### src/rtl/hilo_unit_pkg.sv
// Shared constants and state encoding for the HI/LO register pair
// and its iterative divider.
package hilo_unit_pkg;

    localparam int LENGTH    = 32;
    localparam int DIV_ITERS = 32;
    localparam int ITER_W    = $clog2(DIV_ITERS);

    typedef enum logic [1:0] {
        HILO_IDLE   = 2'd0,
        HILO_CALC   = 2'd1,
        HILO_FINISH = 2'd2
    } hilo_state_t;

endpackage

### src/rtl/hilo_unit_div_iter.sv
// Radix-2 restoring divider datapath: magnitude load, shift/subtract
// step, and sign fix-up of quotient and remainder.
module hilo_unit_div_iter
    import hilo_unit_pkg::*;
#(
    parameter int WIDTH = LENGTH
) (
    input  logic             clk,
    input  logic             rst_n,
    input  logic             load,
    input  logic             step,
    input  logic             is_signed,
    input  logic [WIDTH-1:0] a,
    input  logic [WIDTH-1:0] b,
    output logic [WIDTH-1:0] quot,
    output logic [WIDTH-1:0] rem
);

    logic [2*WIDTH-1:0] acc;
    logic [WIDTH-1:0]   dvsr;
    logic [WIDTH-1:0]   a_raw;
    logic               sign_q;
    logic               sign_r;
    logic               b_zero;

    logic               neg_a;
    logic               neg_b;
    logic [WIDTH-1:0]   mag_a;
    logic [WIDTH-1:0]   mag_b;
    logic [2*WIDTH-1:0] sh;
    logic [WIDTH:0]     diff;
    logic [WIDTH-1:0]   q_raw;
    logic [WIDTH-1:0]   r_raw;

    assign neg_a = is_signed & a[WIDTH-1];
    assign neg_b = is_signed & b[WIDTH-1];
    assign mag_a = neg_a ? -a : a;
    assign mag_b = neg_b ? -b : b;

    assign sh   = {acc[2*WIDTH-2:0], 1'b0};
    assign diff = {1'b0, sh[2*WIDTH-1:WIDTH]} - {1'b0, dvsr};

    assign q_raw = acc[WIDTH-1:0];
    assign r_raw = acc[2*WIDTH-1:WIDTH];

    // Zero divisor overrides the raw result; the iterations still run.
    assign quot = b_zero ? '1 : (sign_q ? -q_raw : q_raw);
    assign rem  = b_zero ? a_raw : (sign_r ? -r_raw : r_raw);

    always_ff @(posedge clk or negedge rst_n) begin
        if (!rst_n) begin
            acc    <= '0;
            dvsr   <= '0;
            a_raw  <= '0;
            sign_q <= 1'b0;
            sign_r <= 1'b0;
            b_zero <= 1'b0;
        end else if (load) begin
            acc    <= {{WIDTH{1'b0}}, mag_a};
            dvsr   <= mag_b;
            a_raw  <= a;
            sign_q <= neg_a ^ neg_b;
            sign_r <= neg_a;
            b_zero <= (b == '0);
        end else if (step) begin
            if (!diff[WIDTH]) begin
                acc <= {diff[WIDTH-1:0], sh[WIDTH-1:1], 1'b1};
            end else begin
                acc <= sh;
            end
        end
    end

endmodule

### src/rtl/hilo_unit.sv
// Architectural HI/LO registers with ALU write port and a
// multi-cycle DIV/DIVU engine that stalls the pipeline.
module hilo_unit
    import hilo_unit_pkg::*;
#(
    parameter int WIDTH = LENGTH
) (
    input  logic             clk,
    input  logic             rst_n,
    input  logic             w_hilo,
    input  logic [WIDTH-1:0] write_hi,
    input  logic [WIDTH-1:0] write_lo,
    input  logic             div_start,
    input  logic             div_signed,
    input  logic [WIDTH-1:0] div_a,
    input  logic [WIDTH-1:0] div_b,
    output logic             stall,
    output logic             div_done,
    output logic [WIDTH-1:0] hi,
    output logic [WIDTH-1:0] lo
);

    hilo_state_t       state;
    hilo_state_t       state_nx;
    logic [ITER_W-1:0] iter;
    logic              load;
    logic              step;
    logic              last;
    logic              idle;
    logic [WIDTH-1:0]  quot;
    logic [WIDTH-1:0]  rem;

    assign idle     = (state == HILO_IDLE);
    assign last     = (iter == ITER_W'(DIV_ITERS - 1));
    assign stall    = !idle | div_start;
    assign div_done = (state == HILO_FINISH);

    always_comb begin
        state_nx = state;
        load     = 1'b0;
        step     = 1'b0;
        case (state)
            HILO_IDLE: begin
                if (div_start) begin
                    load     = 1'b1;
                    state_nx = HILO_CALC;
                end
            end
            HILO_CALC: begin
                step = 1'b1;
                if (last) begin
                    state_nx = HILO_FINISH;
                end
            end
            HILO_FINISH: state_nx = HILO_IDLE;
            default:     state_nx = HILO_IDLE;
        endcase
    end

    always_ff @(posedge clk or negedge rst_n) begin
        if (!rst_n) begin
            state <= HILO_IDLE;
        end else begin
            state <= state_nx;
        end
    end

    always_ff @(posedge clk or negedge rst_n) begin
        if (!rst_n) begin
            iter <= '0;
        end else if (load) begin
            iter <= '0;
        end else if (step) begin
            iter <= iter + 1'b1;
        end
    end

    // ALU writes only land in IDLE; FINISH always wins over them.
    always_ff @(posedge clk or negedge rst_n) begin
        if (!rst_n) begin
            hi <= '0;
            lo <= '0;
        end else if (div_done) begin
            hi <= rem;
            lo <= quot;
        end else if (idle && w_hilo) begin
            hi <= write_hi;
            lo <= write_lo;
        end
    end

    hilo_unit_div_iter #(
        .WIDTH(WIDTH)
    ) u_div (
        .clk      (clk),
        .rst_n    (rst_n),
        .load     (load),
        .step     (step),
        .is_signed(div_signed),
        .a        (div_a),
        .b        (div_b),
        .quot     (quot),
        .rem      (rem)
    );

endmodule

### config.mk
export PLATFORM = sky130hd
export DESIGN_NAME = hilo_unit
export DESIGN_NICKNAME = d
export VERILOG_FILES = /design/src/rtl/hilo_unit_pkg.sv /design/src/rtl/hilo_unit_div_iter.sv /design/src/rtl/hilo_unit.sv
export SDC_FILE = /design/constraint.sdc
export NUM_CORES = 1
export LEC_CHECK = 0
export ABC_AREA = 1
export BUFFER_PORTS_ARGS = -buffer_cell sky130_fd_sc_hd__buf_2
export CORE_ASPECT_RATIO = 1.1
export CORE_MARGIN = 3
export CORE_UTILIZATION = 60
export DETAILED_ROUTE_END_ITERATION = 10
export HOLD_SLACK_MARGIN = 0.08
export PLACE_DENSITY = 0.82
export SYNTH_ARGS = -nofsm -noshare
export SYNTH_HDL_FRONTEND = slang
export SYNTH_SLANG_ARGS = --single-unit
### constraint.sdc
create_clock -name clk -period 2.94 [get_ports clk]
set_input_delay 0.294 -clock clk [delete_from_list [all_inputs] [get_ports clk]]
set_output_delay 0.294 -clock clk [all_outputs]
set_load 0.005 [all_outputs]
==> run_results.csv <==
group,metric,value,unit
hold_path,hold_start,"write_hi[6]",
clocking,cts_tree,"built",
worst_setup_path,cpMostUsedCell,"inv_2",
clocking,clock_sinks,202,
final_layout,fillers,2104,
timing,skew,39.77,ps
clocking,numCtsBuffers,23,
floorplanning,die_h,174.0,µm
floorplanning,rows,60,
synthesis,synth_flop_cell,"dfrtp_1",
timing,fmax,375.7,MHz
placed_design,dp_hpwl,42470,µm
grt,antenna_found_initial,3,
clocking,cts_buffer_depth,3,
route,drt_pass1_iterations,7,
power,power_switching,11.73,mW
power,power.total,22.04,mW
timing,grt_setup_unrepaired,"false",
synthesis,async_flop_share,1.000,
grt,track_usage,0.4124,
worst_setup_path,cp_num_buf_inv,4,
floorplanning,coreArea,24850,µm²
floorplanning,die_area,27610,µm²
worst_setup_path,crit_start,"state[1]",
route,drt-initial-drc-count,2475,
final_layout,final_util,0.7132,
worst_setup_path,cp_data_arrival_time,3100,ps
power,p_per_area,1244,nW/µm²
power,netSwitchingFraction,0.5324,
synthesis,synth_nets,2611,
power,ir_drop,0.0006276,V
timing,setup_tns,0,ps
route,ant_nets,0,
power,internal_power,10.31,mW
floorplanning,die_w,158.7,µm
route,wire_per_inst,19.50,µm
clocking,worstSkewPairLatency,550,ps
synthesis,syn_avg_cell_area,6.312,µm²
clocking,post_cts_buffers,0,
placed_design,gp_congestion,0.9887,
timing,finalSetupViolations,0,
final_layout,final_cell_area,17720,µm²
final_layout,drive_gt1_frac,0.1193,
timing,worstMarginPinSlew,1088,ps
grt,grt_pass1_wl,90250,µm
route,wirelength,58360,µm
grt,grt_pass1_vias,17268,
timing,finalCriticalPeriod,2661,ps
hold_path,hold_class,"primary input to flip-flop",
worst_setup_path,critPathCaptureType,"flip-flop",
worst_setup_path,required,3380,ps
synthesis,synth-edff-count,0,
placed_design,dpl_cell_area,16660,µm²
clocking,htreeDepth,1,
worst_setup_path,path_class,"flip-flop to flip-flop",
worst_setup_path,slowest_stage,"nor2_4",
floorplanning,start_util,0.6193,
worst_setup_path,crit_fanout,42,
worst_setup_path,cp_top_family,"simple AND/OR/NAND/NOR gates",
timing,hold_slack,64.32,ps
route,drc_errors,0,
route,via_per_inst,6.012,
placed_design,port_buffers,198,
route,vias,17988,
clocking,root_buffer,"clkbuf_16",
clocking,clk_pin_slew_worst_paths,60,ps
worst_setup_path,rr_startpoint,"state[1]",
synthesis,synth_area,15390,µm²
worst_setup_path,cp-start-kind,"flip-flop",
synthesis,yosysSeqAreaShare,0.3285,
timing,relSlewSlack,0.2731,
timing,finalMaxSlewViolations,0,
timing,post-route-period-util,0.9052,
worst_setup_path,crit_chain,"nor2_2, nand2_4, inv_2, nor2_4, inv_2, buf_4, o22ai_1, inv_1",
floorplanning,ios,199,
power,p_seq_frac,0.255,
synthesis,ys_ff_latch,202,
power,clkPwrFrac,0.126,
final_layout,fin_nets,2808,
job,drv_cap,0,
run_status,status,"finished, final reports clean",
power,combinationalPowerShare,0.619,
power,power.leakage,9.379,nW
grt,grt-ovfl-total,0,
timing,finalHoldViolations,0,
synthesis,synthCells,2438,
grt,grt_max_degree,83,
worst_setup_path,cp_slowest_stage_delay,820,ps
synthesis,ys_warn_count,0,
final_layout,areaGrowthSynthToFinish,15.16,%
synthesis,yosysUniqueCellTypes,49,
per-layer routing:
layer,track usage,up-vias,wire [µm]
li1,-,8205,-
met1,0.5219,8171,21550
met2,0.6599,1283,26750
met3,0.07744,329,6038
met4,0.2288,0,4023
met5,0,-,0
through the flow:
stage               std cells  worst slack (ps)
floorplan                2438             887.0
global placement         2916             334.7
detailed placement       2916             239.2
CTS                      2989             247.4
global route             2991             124.4
finish                   2992             278.6
registers in the layout (all words and copies together), names as in the netlist:
register and cells:
iter 5, state 2, u_div.sign_r 1, u_div.b_zero 1
u_div.dvsr 32, hi 32, u_div.a_raw 32, u_div.sign_q 1
u_div.acc 64, lo 32
cell usage after synthesis (6+ instances only):
cell type  number  area share
nand2_1       736        0.18
inv_1         337       0.082
nor2_1        255       0.062
nand3_1       241       0.078
dfrtp_1       202        0.33
o21ai_0       149       0.048
a21oi_1       128       0.042
ha_1           39       0.032
nand4_1        39       0.016
clkbuf_1       36      0.0088
buf_2          32       0.010
o211ai_1       30       0.015
xor2_1         27       0.015
nor3_1         23      0.0075
o21ai_1        18      0.0059
buf_1          15      0.0037
nand2_2        13      0.0053
nor2_2         13      0.0053
xnor2_1        13      0.0074
inv_2           9      0.0022
o221ai_1        8      0.0046
o22ai_1         8      0.0033
a22oi_1         6      0.0029
nand3b_1        6      0.0029
layout by cell type, fill, tap and decap left out, types with 4 or more instances in the layout:
cell	Yosys	routed
nand2_1	736	736
inv_1	337	337
nor2_1	255	255
nand3_1	241	241
dfrtp_1	202	202
buf_2	32	197
o21ai_0	149	149
a21oi_1	128	128
nand4_1	39	39
ha_1	39	39
dlygate4sd3_1	0	35
o211ai_1	30	30
buf_4	4	28
xor2_1	27	27
nor3_1	23	23
clkbuf_16	0	23
o21ai_1	18	18
nor2_2	13	13
xnor2_1	13	13
nand2_2	13	12
inv_2	9	9
o22ai_1	8	8
o221ai_1	8	8
nand3b_1	6	6
a22oi_1	6	6
clkbuf_1	36	6
or2_2	5	5
clkbuf_8	0	5
a31oi_1	4	4
nor2_4	4	4
power groups by stage:
| stage | registers (mW) | logic [mW] | clock network (mW) |
|---|---|---|---|
| final | 5.62 | 13.6 | 2.78 |
| after global routing | 5.71 | 15.1 | 2.89 |
| after CTS | 5.51 | 13.2 | 2.75 |
| after detailed placement | 5.52 | 13.0 | 0 |
| after global placement | 5.46 | 12.7 | 0 |
| after floorplan | 5.08 | 9.47 | 0 |
cell type report:
| cell class | count | area (µm²) | area share |
|---|---|---|---|
| flip-flops and latches | 202 | 5055 | 0.2852 |
| inverters | 346 | 1299 | 0.07328 |
| repair buffers | 263 | 1600 | 0.09030 |
| well taps | 341 | 426.7 | 0.02408 |
| clock buffers | 33 | 653.1 | 0.03685 |
| multi-input cells | 1799 | 8636 | 0.4873 |
| diodes | 3 | 7.507 | 0.0004236 |
| clock inverters | 5 | 45.04 | 0.002542 |
timing repair:
item / in CTS / in global routing
endpoints found under the setup margin: 0 / 2
gates resized for setup: 0 / 1
endpoints found under the hold margin: 111 / 0
hold buffers: 35 / 0
logic make-up (layout without fill, tap and decap cells):
kind of cell / count (synthesis) / after routing / synth area share
buf+inv: 437 / 647 / 0.1117
compound gates: 373 / 373 / 0.1356
other cells: 0 / 3 / 0
simple gates: 1346 / 1346 / 0.3684
fa+ha+maj: 40 / 40 / 0.03301
xor+xnor: 40 / 40 / 0.02277
flops: 202 / 202 / 0.3285
final timing paths:
path	endpoint	slack, ps	cells past startpoint
setup reg to reg	u_div.acc[14]	280	8
max in group asynchronous	u_div.acc[52]	1730	3
hold / removal	hi[6]	60	3
min in group asynchronous	u_div.dvsr[8]	390	2
hold reg to reg	lo[25]	480	2
setup / recovery	u_div.acc[14]	280	8
tightest hold or removal path: cells and delay by family:
family          cells  cell delay, ps
compound gates      2             200
buf+inv             1              70
(Power assumes the default switching activity.)
